## src/rtl/icache_dnreq_sched_if.sv

```systemverilog
// ============================================================================
// Module   : icache_dnreq_sched_if
// Brief    : Request/downstream handshake bundle for the ICache downstream scheduler.
// Revision : 1.0
// ============================================================================
`default_nettype none

interface icache_dnreq_sched_if #(
    parameter int PLD_W = 64,
    parameter int ID_W  = 3
);
    logic             dmd_req_vld;
    logic             dmd_req_rdy;
    logic [PLD_W-1:0] dmd_req_pld;
    logic             pf_req_vld;
    logic             pf_req_rdy;
    logic [PLD_W-1:0] pf_req_pld;
    logic             downstream_txreq_vld;
    logic             downstream_txreq_rdy;
    logic [PLD_W-1:0] downstream_txreq_pld;
    logic [ID_W-1:0]  downstream_txreq_entry_id;
    logic             downstream_txreq_is_pf;
    logic             downstream_rxdat_vld;
    logic             downstream_rxdat_rdy;
    logic [ID_W-1:0]  downstream_rxdat_entry_id;
    logic             downstream_rxdat_last;

    modport master (
        output dmd_req_vld, dmd_req_pld, pf_req_vld, pf_req_pld,
               downstream_txreq_rdy, downstream_rxdat_vld,
               downstream_rxdat_entry_id, downstream_rxdat_last,
        input  dmd_req_rdy, pf_req_rdy, downstream_txreq_vld,
               downstream_txreq_pld, downstream_txreq_entry_id,
               downstream_txreq_is_pf, downstream_rxdat_rdy
    );

    modport slave (
        input  dmd_req_vld, dmd_req_pld, pf_req_vld, pf_req_pld,
               downstream_txreq_rdy, downstream_rxdat_vld,
               downstream_rxdat_entry_id, downstream_rxdat_last,
        output dmd_req_rdy, pf_req_rdy, downstream_txreq_vld,
               downstream_txreq_pld, downstream_txreq_entry_id,
               downstream_txreq_is_pf, downstream_rxdat_rdy
    );
endinterface

`default_nettype wire

```

## src/rtl/icache_dnreq_sched.sv

```systemverilog
// ============================================================================
// Module   : icache_dnreq_sched
// Brief    : Arbitrates demand/prefetch misses onto downstream txreq, tracks entry IDs.
// Revision : 1.0
// ============================================================================
`default_nettype none

module icache_dnreq_sched #(
    parameter int ENTRY_NUM  = 8,
    parameter int ID_W       = 3,
    parameter int PLD_W      = 64,
    parameter int PF_RSV     = 2,
    parameter int STARVE_LIM = 4
) (
    input  wire logic               clk,
    input  wire logic               rst_n,
    input  wire logic               prefetch_enable,
    icache_dnreq_sched_if.slave     bus,
    output logic [ID_W:0]           outstanding_cnt,
    output logic                    sched_idle
);
    localparam int             STV_W        = $clog2(STARVE_LIM + 1);
    localparam logic [ID_W:0]  c_ENTRY_NUM  = (ID_W+1)'(ENTRY_NUM);
    localparam logic [ID_W:0]  c_PF_RSV     = (ID_W+1)'(PF_RSV);
    localparam logic [STV_W-1:0] c_STARVE_LIM = STV_W'(STARVE_LIM);

    logic [ENTRY_NUM-1:0] busy_q, busy_d;
    logic [ID_W:0]        cnt_q, cnt_d;
    logic [STV_W-1:0]     starve_q, starve_d;
    logic                 txreq_vld_q;
    logic [PLD_W-1:0]     txreq_pld_q;
    logic [ID_W-1:0]      txreq_id_q;
    logic                 txreq_is_pf_q;
    logic                 rxdat_rdy_q;

    logic [ID_W:0]        w_free_cnt;
    logic                 w_load_ok, w_dmd_ok, w_pf_ok, w_force_pf;
    logic                 w_dmd_fire, w_pf_fire, w_fire, w_rel;
    logic [ID_W-1:0]      w_alloc_id;

    // Grant uses only registered occupancy, so a freed entry is visible next cycle.
    assign w_free_cnt = c_ENTRY_NUM - cnt_q;
    assign w_load_ok  = !txreq_vld_q || bus.downstream_txreq_rdy;
    assign w_dmd_ok   = w_load_ok && (w_free_cnt != '0);
    assign w_pf_ok    = w_load_ok && prefetch_enable && (w_free_cnt > c_PF_RSV);
    assign w_force_pf = (starve_q >= c_STARVE_LIM) && bus.pf_req_vld && w_pf_ok;

    assign bus.dmd_req_rdy = w_dmd_ok && !w_force_pf;
    assign bus.pf_req_rdy  = w_pf_ok && (!bus.dmd_req_vld || w_force_pf);

    assign w_dmd_fire = bus.dmd_req_vld && bus.dmd_req_rdy;
    assign w_pf_fire  = bus.pf_req_vld && bus.pf_req_rdy;
    assign w_fire     = w_dmd_fire || w_pf_fire;
    assign w_rel      = bus.downstream_rxdat_vld && bus.downstream_rxdat_last &&
                        busy_q[bus.downstream_rxdat_entry_id];

    always_comb begin
        w_alloc_id = '0;
        for (int i = ENTRY_NUM - 1; i >= 0; i--) begin
            if (!busy_q[i]) w_alloc_id = ID_W'(i);
        end
    end

    // Alloc index comes from busy_q, so it can never collide with a same-cycle release.
    always_comb begin
        busy_d = busy_q;
        if (w_rel)  busy_d[bus.downstream_rxdat_entry_id] = 1'b0;
        if (w_fire) busy_d[w_alloc_id] = 1'b1;
    end

    always_comb begin
        cnt_d = cnt_q;
        if (w_fire && !w_rel)      cnt_d = cnt_q + (ID_W+1)'(1);
        else if (!w_fire && w_rel) cnt_d = cnt_q - (ID_W+1)'(1);
    end

    always_comb begin
        starve_d = starve_q;
        if (w_pf_fire || !bus.pf_req_vld)
            starve_d = '0;
        else if (w_dmd_fire && (starve_q < c_STARVE_LIM))
            starve_d = starve_q + STV_W'(1);
    end

    always_ff @(posedge clk) begin
        if (rst_n) begin
            busy_q        <= '0;
            cnt_q         <= '0;
            starve_q      <= '0;
            txreq_vld_q   <= 1'b0;
            txreq_pld_q   <= '0;
            txreq_id_q    <= '0;
            txreq_is_pf_q <= 1'b0;
            rxdat_rdy_q   <= 1'b0;
        end else begin
            busy_q      <= busy_d;
            cnt_q       <= cnt_d;
            starve_q    <= starve_d;
            rxdat_rdy_q <= 1'b1;
            if (w_load_ok) begin
                txreq_vld_q <= w_fire;
                if (w_fire) begin
                    txreq_pld_q   <= w_dmd_fire ? bus.dmd_req_pld : bus.pf_req_pld;
                    txreq_id_q    <= w_alloc_id;
                    txreq_is_pf_q <= w_pf_fire;
                end
            end
        end
    end

    always_ff @(posedge clk) begin
        if (!rst_n && bus.downstream_rxdat_vld && bus.downstream_rxdat_last) begin
            assert (busy_q[bus.downstream_rxdat_entry_id])
                else $error("release of non-busy entry %0d", bus.downstream_rxdat_entry_id);
        end
    end

    assign bus.downstream_txreq_vld      = txreq_vld_q;
    assign bus.downstream_txreq_pld      = txreq_pld_q;
    assign bus.downstream_txreq_entry_id = txreq_id_q;
    assign bus.downstream_txreq_is_pf    = txreq_is_pf_q;
    assign bus.downstream_rxdat_rdy      = rxdat_rdy_q;
    assign outstanding_cnt               = cnt_q;
    assign sched_idle                    = (cnt_q == '0) && !txreq_vld_q;

endmodule

`default_nettype wire

```

## src/flat_wrapper.sv

```systemverilog
// flat-port wrapper written by rule: the top's interface ports become plain ports
module icache_dnreq_sched_flat 
#(
    parameter int ENTRY_NUM  = 8,
    parameter int ID_W       = 3,
    parameter int PLD_W      = 64,
    parameter int PF_RSV     = 2,
    parameter int STARVE_LIM = 4
)
  (clk, rst_n, prefetch_enable, outstanding_cnt, sched_idle, bus_dmd_req_vld, bus_dmd_req_pld, bus_pf_req_vld, bus_pf_req_pld, bus_downstream_txreq_rdy, bus_downstream_rxdat_vld, bus_downstream_rxdat_entry_id, bus_downstream_rxdat_last, bus_dmd_req_rdy, bus_pf_req_rdy, bus_downstream_txreq_vld, bus_downstream_txreq_pld, bus_downstream_txreq_entry_id, bus_downstream_txreq_is_pf, bus_downstream_rxdat_rdy);
  icache_dnreq_sched_if #(.PLD_W(PLD_W), .ID_W(ID_W)) bus_i ();
  input  wire logic clk;
  input  wire logic rst_n;
  input  wire logic prefetch_enable;
  output logic [ID_W:0] outstanding_cnt;
  output logic sched_idle;
  input wire logic [$bits(bus_i.dmd_req_vld)-1:0] bus_dmd_req_vld;
  input wire logic [$bits(bus_i.dmd_req_pld)-1:0] bus_dmd_req_pld;
  input wire logic [$bits(bus_i.pf_req_vld)-1:0] bus_pf_req_vld;
  input wire logic [$bits(bus_i.pf_req_pld)-1:0] bus_pf_req_pld;
  input wire logic [$bits(bus_i.downstream_txreq_rdy)-1:0] bus_downstream_txreq_rdy;
  input wire logic [$bits(bus_i.downstream_rxdat_vld)-1:0] bus_downstream_rxdat_vld;
  input wire logic [$bits(bus_i.downstream_rxdat_entry_id)-1:0] bus_downstream_rxdat_entry_id;
  input wire logic [$bits(bus_i.downstream_rxdat_last)-1:0] bus_downstream_rxdat_last;
  output wire logic [$bits(bus_i.dmd_req_rdy)-1:0] bus_dmd_req_rdy;
  output wire logic [$bits(bus_i.pf_req_rdy)-1:0] bus_pf_req_rdy;
  output wire logic [$bits(bus_i.downstream_txreq_vld)-1:0] bus_downstream_txreq_vld;
  output wire logic [$bits(bus_i.downstream_txreq_pld)-1:0] bus_downstream_txreq_pld;
  output wire logic [$bits(bus_i.downstream_txreq_entry_id)-1:0] bus_downstream_txreq_entry_id;
  output wire logic [$bits(bus_i.downstream_txreq_is_pf)-1:0] bus_downstream_txreq_is_pf;
  output wire logic [$bits(bus_i.downstream_rxdat_rdy)-1:0] bus_downstream_rxdat_rdy;
  assign bus_i.dmd_req_vld = bus_dmd_req_vld;
  assign bus_i.dmd_req_pld = bus_dmd_req_pld;
  assign bus_i.pf_req_vld = bus_pf_req_vld;
  assign bus_i.pf_req_pld = bus_pf_req_pld;
  assign bus_i.downstream_txreq_rdy = bus_downstream_txreq_rdy;
  assign bus_i.downstream_rxdat_vld = bus_downstream_rxdat_vld;
  assign bus_i.downstream_rxdat_entry_id = bus_downstream_rxdat_entry_id;
  assign bus_i.downstream_rxdat_last = bus_downstream_rxdat_last;
  assign bus_dmd_req_rdy = bus_i.dmd_req_rdy;
  assign bus_pf_req_rdy = bus_i.pf_req_rdy;
  assign bus_downstream_txreq_vld = bus_i.downstream_txreq_vld;
  assign bus_downstream_txreq_pld = bus_i.downstream_txreq_pld;
  assign bus_downstream_txreq_entry_id = bus_i.downstream_txreq_entry_id;
  assign bus_downstream_txreq_is_pf = bus_i.downstream_txreq_is_pf;
  assign bus_downstream_rxdat_rdy = bus_i.downstream_rxdat_rdy;
  icache_dnreq_sched #(.ENTRY_NUM(ENTRY_NUM), .ID_W(ID_W), .PLD_W(PLD_W), .PF_RSV(PF_RSV), .STARVE_LIM(STARVE_LIM)) u_core (.clk(clk), .rst_n(rst_n), .prefetch_enable(prefetch_enable), .bus(bus_i), .outstanding_cnt(outstanding_cnt), .sched_idle(sched_idle));
endmodule
```

## config.mk

```make
export PLATFORM = sky130hd
export DESIGN_NAME = icache_dnreq_sched_flat
export DESIGN_NICKNAME = d
export VERILOG_FILES = /design/src/rtl/icache_dnreq_sched_if.sv /design/src/rtl/icache_dnreq_sched.sv /design/src/flat_wrapper.sv
export SDC_FILE = /design/constraint.sdc
export NUM_CORES = 1
export LEC_CHECK = 0
export ABC_AREA = 1
export BUFFER_PORTS_ARGS = -buffer_cell sky130_fd_sc_hd__buf_2
export CAP_MARGIN = 20
export CORE_UTILIZATION = 48
export DETAILED_ROUTE_END_ITERATION = 6
export GPL_TIMING_DRIVEN = 0
export PLACE_DENSITY = 0.81
export SLEW_MARGIN = 25
export SYNTH_ARGS = -nofsm -noshare
export SYNTH_HDL_FRONTEND = slang
export SYNTH_SLANG_ARGS = --single-unit
```

## constraint.sdc

```tcl
create_clock -name clk -period 3.29 [get_ports clk]
set_input_delay 0.4935 -clock clk [delete_from_list [all_inputs] [get_ports clk]]
set_output_delay 0.4935 -clock clk [all_outputs]
set_load 0.05 [all_outputs]
```

==> impl_metrics.env, run 1 <==
export IMPL_hold_ws_ps=427
export IMPL_muxShareOfSynthArea_pct=0
export IMPL_synth_most_common_cell="nand2_1"
export IMPL_avgViaCountPerCell=4.95
export IMPL_synth_main_ff_cell="dfxtp_1"
export IMPL_cts_made_buffers=9
export IMPL_port_buffers=214
export IMPL_wirelength_mm=14.9
export IMPL_status="completed"
export IMPL_yosys_area_top_type_share_pct=34.2
export IMPL_netlist_area_um2=4970
export IMPL_synthAdderAreaFrac_pct=1.91
export IMPL_clock_sinks=85
export IMPL_n_fill_cell=975
export IMPL_yosys_warnings=0
export IMPL_r2r_end="u_core.outstanding_cnt[3]$_SDFFE_PP0P_"
export IMPL_synth_avg_cell_area_um2=6.41
export IMPL_finalCriticalPeriod_ps=2990
export IMPL_synth_edf_count=0
export IMPL_synth_seq_cells=85
export IMPL_leakage_nw=3.47
export IMPL_clockBufferDepth=2
export IMPL_skew_ps=12.3
export IMPL_path_cells="inv_2 -> ha_1 -> inv_1 -> nor2_1 -> a21oi_1 -> nand2_2 -> nand3_4 -> nand3_4 -> nand2_2 -> clkbuf_4 -> ha_1 -> inv_1 -> ha_1 -> nand2_1 -> nand2_1 -> a21oi_2 -> nor2_1 -> nor2_1 -> nand2_1 -> o21ai_0 -> a21oi_1"
export IMPL_synth_xor_area_share_pct=0.352
export IMPL_die_h_um=104
export IMPL_vias=5666
export IMPL_worst_ep_required_time_ps=3540
export IMPL_rr_worst_depth=21
export IMPL_postLayoutCellArea_um2=6510
export IMPL_place_area_um2=6210
export IMPL_seq_area_um2=1700
export IMPL_routabilityCongestion=0.846
export IMPL_clk_latency_ps=350
export IMPL_synth_cell_types=28
export IMPL_synth_top_family_by_area="simple AND/OR/NAND/NOR gates"
export IMPL_maxCapViolCount=0
export IMPL_setup_ws_ps=302
export IMPL_ant_nets=0
export IMPL_crit_path_top_delay_cell="dfxtp_2"
export IMPL_peakVddDrop_mv=0.510
export IMPL_path_clk_slew_ps=90
export IMPL_startpoint="u_core.outstanding_cnt[0]$_SDFFE_PP0P_"
export IMPL_preCtsSetupSlack_ps=-89.6
export IMPL_setup_viol=0
export IMPL_fin_nets=1153
export IMPL_synth_yosys_seq_area_share_pct=34.2
export IMPL_hold_viol=0
export IMPL_drc_errors=0
export IMPL_cp_slowest_stage_delay_ps=400
export IMPL_period_share_pct=90.8
export IMPL_grt_ovfl_total=0
export IMPL_grt_setup_unrepaired="no"
export IMPL_dr_pass1_iters=5
export IMPL_grt_pass1_wl_mm=24.6
export IMPL_rrSetupSlack_ps=300
export IMPL_endpoint="u_core.outstanding_cnt[3]$_SDFFE_PP0P_"
export IMPL_core_um2=9910
export IMPL_root_buffer="clkbuf_8"
export IMPL_crit_path_end_kind="register"
export IMPL_track_usage_pct=27.8
export IMPL_die_w_um=104
export IMPL_netlist_top_cells_count="nand2_1 (255), nor2_1 (147), dfxtp_1 (85)"
export IMPL_synth_compound_area_share_pct=4.18
export IMPL_async_flop_share_pct=0
export IMPL_final_core_util_pct=65.7
export IMPL_num_io_pins=216
export IMPL_drive_above_1_share_pct=27.7
export IMPL_synth_largest_area_cell="dfxtp_1"
export IMPL_syn_num_nets=922
export IMPL_antenna_cells=0
export IMPL_initial_core_util_pct=50.2
export IMPL_maxSlewHeadroom_pct=63.8
export IMPL_initialDrtViolationCount=328
export IMPL_timing_rr_start="u_core.outstanding_cnt[0]$_SDFFE_PP0P_"
export IMPL_ys_top_cells_by_area="dfxtp_1 (34%), nand2_1 (19%), nor2_1 (11%)"
export IMPL_die_area_um2=10800
export IMPL_tritoncts="built"
export IMPL_htreeDepth=3
export IMPL_hold_class="input pin to register"
export IMPL_p_total_mw=6.56
export IMPL_grt_pass1_vias=5202
export IMPL_power_density_nw_per_um2=1010
export IMPL_fmax_ghz=0.335
export IMPL_crit_arrival_ps=3240
export IMPL_worst_pin_slew_ps=543
export IMPL_cts_hold_fix_buffers=0
export IMPL_detail_route_wl_per_cell_um=13.0
export IMPL_yosys_area_share_simple_pct=51.2
export IMPL_area_growth_pct=30.8
export IMPL_rows=36
export IMPL_synthCells=776
export IMPL_cp_start_kind="register"
export IMPL_cp_max_fo=10
export IMPL_dp_hpwl_mm=11.2
export IMPL_multi_input_area_um2=2900
export IMPL_drv_slew=0
export IMPL_crit_type="register to register"
export IMPL_grt_max_degree=15
export IMPL_antenna_found_initial=0
[routing by layer]
| metal | share of wire [%] | vias to the layer above | GRT usage (%) |
|---|---|---|---|
| li1 | - | 2994 | - |
| met1 | 45 | 2467 | 35.6 |
| met2 | 47 | 187 | 47.5 |
| met3 | 6.8 | 18 | 5.29 |
| met4 | 1.5 | 0 | 8.16 |
| met5 | 0 | - | 0 |
[critical path: cells and delay by family, from the launching register on]
family | cells | cell delay, ps
fa+ha+maj | 3 | 770
flops | 1 | 400
simple gates | 10 | 800
compound gates | 4 | 490
buf+inv | 4 | 430
[cell type report]
class                      count  share of cell area (%)
clock buffer                  12                    2.38
timing repair buffer         220                    17.2
inverter                      29                    1.67
multi-input combinational    602                    44.6
buffer                        60                    4.62
sequential                    85                    26.2
clock inverter                 4                   0.846
tap                          133                    2.56
[cell usage in the layout, fill, tap and decap left out, types with 6 or more instances in the layout]
cell / n
nand2_1: 253
buf_2: 238
nor2_1: 147
dfxtp_1: 83
nand3b_1: 67
nand4_1: 65
inv_1: 24
clkbuf_1: 23
a21oi_1: 20
nand3_1: 12
clkbuf_8: 11
nor3_1: 8
o21ai_0: 7
buf_4: 7
buf_1: 7
ha_1: 6
[repair_timing]
item | CTS | global route
pin swaps | 0 | 2
setup buffers | 0 | 6
endpoints found under the setup margin | 1 | 2
gates resized for setup | 1 | 8
[report_power, final]
group,switching [mW],internal (mW),leakage [nW]
combinational,2.95,1.23,2.66
clock,0.385,0.397,0.103
sequential,0.188,1.41,0.703
total,3.53,3.04,3.47
[state kept, by name, summed over array words and instances, names as in the netlist]
signal,flops
u_core.bus.downstream_rxdat_rdy,1
u_core.bus.downstream_txreq_vld,1
u_core.outstanding_cnt,4
u_core.bus.downstream_txreq_entry_id,3
u_core.starve_q,3
u_core.bus.downstream_txreq_is_pf,1
u_core.busy_q,8
u_core.bus.downstream_txreq_pld,64
[logic make-up after synthesis]
kind of cell / Yosys count
AOI/OAI and AO/OA: 36
xor gates and xnor gates: 2
and+or+nand+nor: 557
adders and majority gates: 7
buffers and inverters: 89
DFF: 85
[how the worst min path moves through the flow]
stage,startpoint,endpoint,slack (ps),cells after the start
2_1_floorplan,u_core.starve_q[1]$_SDFFE_PP0P_,u_core.starve_q[1]$_SDFFE_PP0P_,450,2
3_3_place_gp,u_core.starve_q[1]$_SDFFE_PP0P_,u_core.starve_q[1]$_SDFFE_PP0P_,470,2
3_5_place_dp,u_core.starve_q[1]$_SDFFE_PP0P_,u_core.starve_q[1]$_SDFFE_PP0P_,470,2
4_1_cts,bus_pf_req_pld[1],u_core.bus.downstream_txreq_pld[1]$_SDFFE_PP0P_,420,5
5_1_grt,bus_pf_req_pld[26],u_core.bus.downstream_txreq_pld[26]$_SDFFE_PP0P_,440,5
6_report,bus_pf_req_pld[1],u_core.bus.downstream_txreq_pld[1]$_SDFFE_PP0P_,430,5
[stage by stage]
stage,TNS [ps],std cells
final,0,1145
after global routing,0,1145
after CTS,0,1139
after detailed placement,-89.6,1123
after global placement,-57.2,1123
after floorplan,0,776
Note: power is estimated with default switching activity, not from simulation.
==> inputs of run 2 (changes only) <==
Settings changed: CORE_UTILIZATION 48 to 35, CTS_BUF_LIST set to sky130_fd_sc_hd__clkbuf_2, PLACE_DENSITY 0.81 to 0.62.
==> run 2 against run 1 <==
Net effect: worst setup slack worse by 18 ps; via count barely moved; hold slack worse by 240 ps; largest cell class unchanged.
==> impl_metrics.env, run 2 (same netlist as run 1, synthesis figures left out) <==
export IMPL_status="completed"
export IMPL_seq_area_um2=1710
export IMPL_area_growth_pct=30.9
export IMPL_htreeDepth=3
export IMPL_largest_reg_flops=64
export IMPL_met3_usage_pct=4.46
export IMPL_path_cells="inv_2 -> ha_1 -> inv_1 -> nor2_1 -> a21oi_1 -> nand2_2 -> nand3_4 -> buf_2 -> nand2_1 -> inv_1 -> buf_2"
export IMPL_final_cell_mix="nand2_1 (254), buf_2 (238), nor2_1 (147)"
export IMPL_drc_errors=0
export IMPL_finalCriticalPeriod_ps=3010
export IMPL_grtUsageMet1_pct=29.4
export IMPL_grt_pass1_vias=5331
export IMPL_crit_path_top_delay_cell="dfxtp_4"
export IMPL_ant_nets=0
export IMPL_num_io_pins=216
export IMPL_die_h_um=121
export IMPL_worst_ep_required_time_ps=2800
export IMPL_core_um2=13900
export IMPL_maxSlewHeadroom_pct=65.6
export IMPL_hold_viol=0
export IMPL_crit_type="register to output pin"
export IMPL_port_buffers=214
export IMPL_final_core_util_pct=46.9
export IMPL_setup_viol=0
export IMPL_root_buffer="clkbuf_2"
export IMPL_multi_input_area_um2=2890
export IMPL_cp_max_fo=10
export IMPL_n_fill_cell=1522
export IMPL_busiest_layer="met2"
export IMPL_hold_class="input pin to register"
export IMPL_grt_ovfl_total=0
export IMPL_cts_hold_fix_buffers=0
export IMPL_crit_family="buffers and inverters"
export IMPL_drive_above_1_share_pct=27.4
export IMPL_die_w_um=121
export IMPL_fmax_ghz=0.333
export IMPL_die_area_um2=14700
export IMPL_power_density_nw_per_um2=995
export IMPL_tritoncts="built"
export IMPL_period_share_pct=91.4
export IMPL_track_usage_pct=22.4
export IMPL_grt_max_degree=14
export IMPL_vias=5671
export IMPL_fin_nets=1154
export IMPL_clock_sinks=85
export IMPL_routabilityCongestion=0.838
export IMPL_grt_pass1_wl_mm=25.9
export IMPL_clk_latency_ps=580
export IMPL_setup_tns_ps=0
export IMPL_avgViaCountPerCell=4.75
export IMPL_crit_path_end_kind="output pin"
export IMPL_initialDrtViolationCount=291
export IMPL_antenna_found_initial=0
export IMPL_peakVddDrop_mv=0.485
export IMPL_path_clk_slew_ps=230
export IMPL_mostFrequentLayoutCell="nand2_1"
export IMPL_dr_pass1_iters=4
export IMPL_detail_route_wl_per_cell_um=13.4
export IMPL_critPathBufInv=5
export IMPL_cp_slowest_stage_delay_ps=420
export IMPL_crit_arrival_ps=2510
export IMPL_rows=43
export IMPL_dp_hpwl_mm=12.1
export IMPL_worst_pin_slew_ps=516
export IMPL_skew_ps=18.6
export IMPL_leakage_nw=3.46
export IMPL_cts_made_buffers=9
export IMPL_hold_ws_ps=186
export IMPL_clockBufferDepth=2
export IMPL_maxCapViolCount=0
export IMPL_grt_use_met2_pct=36.2
export IMPL_cp_start_kind="register"
export IMPL_wirelength_mm=16.0
export IMPL_initial_core_util_pct=35.8
export IMPL_drv_slew=0
## run 2: changes by cell type in the layout (fill, tap and decap cells not counted), sizes merged
cell	before	now
clkbuf	35	31
buf	257	259
clkinvlp	1	0
inv	30	29
clkinv	1	3
diode	0	1
bufinv	1	3
## run 2: worst paths after layout
kind | start | endpoint | slack [ps] | depth (start not counted)
worst max-delay path | u_core.outstanding_cnt[0]$_SDFFE_PP0P_ | bus_dmd_req_rdy | 280 | 11
worst min-delay path | bus_pf_req_pld[55] | u_core.bus.downstream_txreq_pld[55]$_SDFFE_PP0P_ | 190 | 5
worst max register to register | u_core.outstanding_cnt[0]$_SDFFE_PP0P_ | u_core.outstanding_cnt[3]$_SDFFE_PP0P_ | 330 | 21
worst min register to register | u_core.starve_q[1]$_SDFFE_PP0P_ | u_core.starve_q[1]$_SDFFE_PP0P_ | 490 | 2
## run 2: power breakdown
group | switching (mW) | total (mW) | internal (mW)
Combinational | 2.96 | 4.19 | 1.23
Clock | 0.369 | 0.686 | 0.317
Sequential | 0.187 | 1.60 | 1.41
Total | 3.52 | 6.48 | 2.96
## run 2: timing repair
item | 4_1_cts | 5_1_grt
pin swaps | 0 | 2
gates resized for setup | 3 | 7
setup buffers | 0 | 7
gates cloned | 0 | 0
endpoints found under the setup margin | 1 | 3
## run 2: tightest hold or removal path: stages
cell and delay, ps:
buf_2 70, nand2_1 40, nand2_1 50, nor2_1 30, nor2_1 60
## run 2: metal layers
layer	up-vias	part of all wire (%)
met4	0	1.9
met2	186	45
li1	2988	-
met3	21	6.2
met5	-	0
met1	2476	46
## run 2: layout make-up
class	count	share of cell area, %
Antenna cell	1	0.0384
Inverter	29	1.67
Multi-Input combinational cell	602	44.4
Sequential cell	85	26.2
Clock inverter	6	1.58
Tap cell	180	3.46
Timing Repair Buffer	221	17.3
Clock buffer	9	0.692
Buffer	60	4.61
## run 2: per-stage QoR
step | worst slack (ps) | cells | power [mW] | cell area [um^2]
2_1_floorplan | 84.3 | 776 | 4.78 | 4970
3_3_place_gp | -94.3 | 1170 | 5.74 | 6270
3_5_place_dp | -109 | 1170 | 5.76 | 6270
4_1_cts | 63.5 | 1185 | 6.47 | 6430
5_1_grt | -4.02 | 1192 | 6.99 | 6510
6_report | 284 | 1193 | 6.48 | 6510
==> inputs of run 3 (changes only) <==
Settings changed: GPL_ROUTABILITY_DRIVEN set to 1, REMOVE_ABC_BUFFERS set to 1.
==> run 3 against run 2 <==
Net effect: global-route usage is 0.63 points lower; non-clock buffer count is 55 lower; largest power group unchanged; via count is 1.1% lower; first-iteration DRC count is 43% higher; critical endpoint unchanged; critical path type unchanged; register-to-register slack worse by 50 ps.
==> impl_metrics.env, run 3 (same netlist as run 1, synthesis figures left out) <==
export IMPL_leakage_nw=3.37
export IMPL_path_cells="inv_2 -> ha_1 -> inv_1 -> nor2_1 -> a21oi_1 -> nand2_2 -> nand3_4 -> buf_6 -> nand2_1 -> inv_1 -> buf_2"
export IMPL_worst_pin_slew_ps=897
export IMPL_crit_family="buffers and inverters"
export IMPL_wl_met1_mm=7.35
export IMPL_area_growth_pct=27.9
export IMPL_power_density_nw_per_um2=1000
export IMPL_crit_path_end_kind="output pin"
export IMPL_critPathBufInv=5
export IMPL_grt_max_degree=73
export IMPL_track_usage_pct=21.8
export IMPL_skew_ps=24.8
export IMPL_maxCapViolCount=0
export IMPL_dr_pass1_iters=7
export IMPL_routabilityCongestion=0.854
export IMPL_largest_reg_flops=64
export IMPL_detail_route_wl_per_cell_um=14.6
export IMPL_wl_met2_mm=8.00
export IMPL_crit_path_top_delay_cell="dfxtp_4"
export IMPL_mostFrequentLayoutCell="nand2_1"
export IMPL_crit_type="register to output pin"
export IMPL_wirelength_mm=16.6
export IMPL_highest_layer="met4"
export IMPL_clockBufferDepth=2
export IMPL_cp_slowest_stage_delay_ps=430
export IMPL_preCtsSetupSlack_ps=-1220
export IMPL_grt_pass1_vias=4961
export IMPL_peakVddDrop_mv=0.354
export IMPL_finalCriticalPeriod_ps=3100
export IMPL_core_um2=13900
export IMPL_cts_made_buffers=9
export IMPL_htreeDepth=3
export IMPL_ant_nets=0
export IMPL_avgViaCountPerCell=4.92
export IMPL_die_w_um=121
export IMPL_cp_max_fo=16
export IMPL_dp_hpwl_mm=9.82
export IMPL_drive_above_1_share_pct=27.0
export IMPL_antenna_found_initial=0
export IMPL_antenna_cells=0
export IMPL_tritoncts="built"
export IMPL_fmax_ghz=0.322
export IMPL_root_buffer="clkbuf_2"
export IMPL_status="completed"
export IMPL_final_cell_mix="nand2_1 (252), buf_2 (214), nor2_1 (146)"
export IMPL_drc_errors=0
export IMPL_worst_ep_required_time_ps=2800
export IMPL_port_buffers=215
export IMPL_path_clk_slew_ps=220
export IMPL_grt_ovfl_total=0
export IMPL_path_common_cell="inv_1"
export IMPL_num_io_pins=216
export IMPL_hold_class="input pin to register"
export IMPL_die_h_um=121
export IMPL_grt_setup_unrepaired="no"
export IMPL_dr_wl_met3_mm=1.05
export IMPL_maxSlewHeadroom_pct=40.1
export IMPL_final_core_util_pct=45.8
export IMPL_clk_latency_ps=560
export IMPL_clock_sinks=85
export IMPL_drv_slew=0
export IMPL_die_area_um2=14700
export IMPL_period_share_pct=94.3
export IMPL_fin_nets=1104
export IMPL_hold_viol=0
export IMPL_grt_pass1_wl_mm=25.2
export IMPL_crit_arrival_ps=2610
export IMPL_initial_core_util_pct=35.8
export IMPL_cp_start_kind="register"
export IMPL_initialDrtViolationCount=416
export IMPL_setup_ws_ps=188
export IMPL_vias=5609
export IMPL_setup_viol=0
export IMPL_rows=43
run 3: cell types whose count changed in the layout (fill, tap and decap cells not counted), sizes merged:
cell and delta:
buf -33, diode -1, nand3 +3, bufinv -1, clkinv -1, inv +1
clkbuf -20
run 3: report_power, final:
part | switching, mW | internal [mW] | total [mW]
Combinational | 3.08 | 1.19 | 4.27
Sequential | 0.183 | 1.41 | 1.59
Clock | 0.354 | 0.170 | 0.525
run 3: per-layer routing:
layer	GRT usage (%)	up-vias
li1	-	2893
met1	27.9	2520
met2	36.6	182
met3	4.37	14
met4	7.02	0
met5	0	-
run 3: through the flow:
stage	total power, mW	hold slack (ps)	area (um^2)	setup TNS, ps	cells
after floorplan	4.62	449	4680	-149290	716
after detailed placement	5.65	475	6110	-49570	1116
final	6.39	206	6360	0	1141
after global placement	5.63	462	5980	-315210	1111
after global routing	6.85	197	6360	0	1141
after CTS	6.26	148	6270	0	1135
run 3: final timing paths:
check	slack (ps)	from	endpoint	cells past startpoint
max	190	u_core.outstanding_cnt[0]$_SDFFE_PP0P_	bus_dmd_req_rdy	11
min	210	bus_pf_req_pld[35]	u_core.bus.downstream_txreq_pld[35]$_SDFFE_PP0P_	5
max reg2reg	280	u_core.outstanding_cnt[0]$_SDFFE_PP0P_	u_core.outstanding_cnt[3]$_SDFFE_PP0P_	20
min reg2reg	500	u_core.starve_q[1]$_SDFFE_PP0P_	u_core.starve_q[1]$_SDFFE_PP0P_	2
run 3: final cells by class:
type,count,area (um^2)
Inverter,29,140
Tap cell,180,225
Sequential cell,85,1710
Clock inverter,3,38.8
Fill cell,1559,7520
Timing Repair inverter,2,17.5
Timing Repair Buffer,226,1220
Clock buffer,11,55.1
Multi-Input combinational cell,605,2950
run 3: worst reg2reg max path: cells and delay by family (launching register included):
kind                     cells  cell delay [ps]
flip-flops                   1              430
AO/OA/AOI/OAI                3              350
buffers and inverters        4              480
adder cells (fa/ha/maj)      3              670
AND/OR/NAND/NOR             10             1000
run 3: timing repair:
item / in CTS / in global routing
setup endpoints to repair: 80 / 2
endpoints found under the hold margin: 0 / 0
gates resized for setup: 7 / 10
hold buffers: 0 / 0
setup buffers: 2 / 4
pin swaps: 2 / 1
cloned: 3 / 2
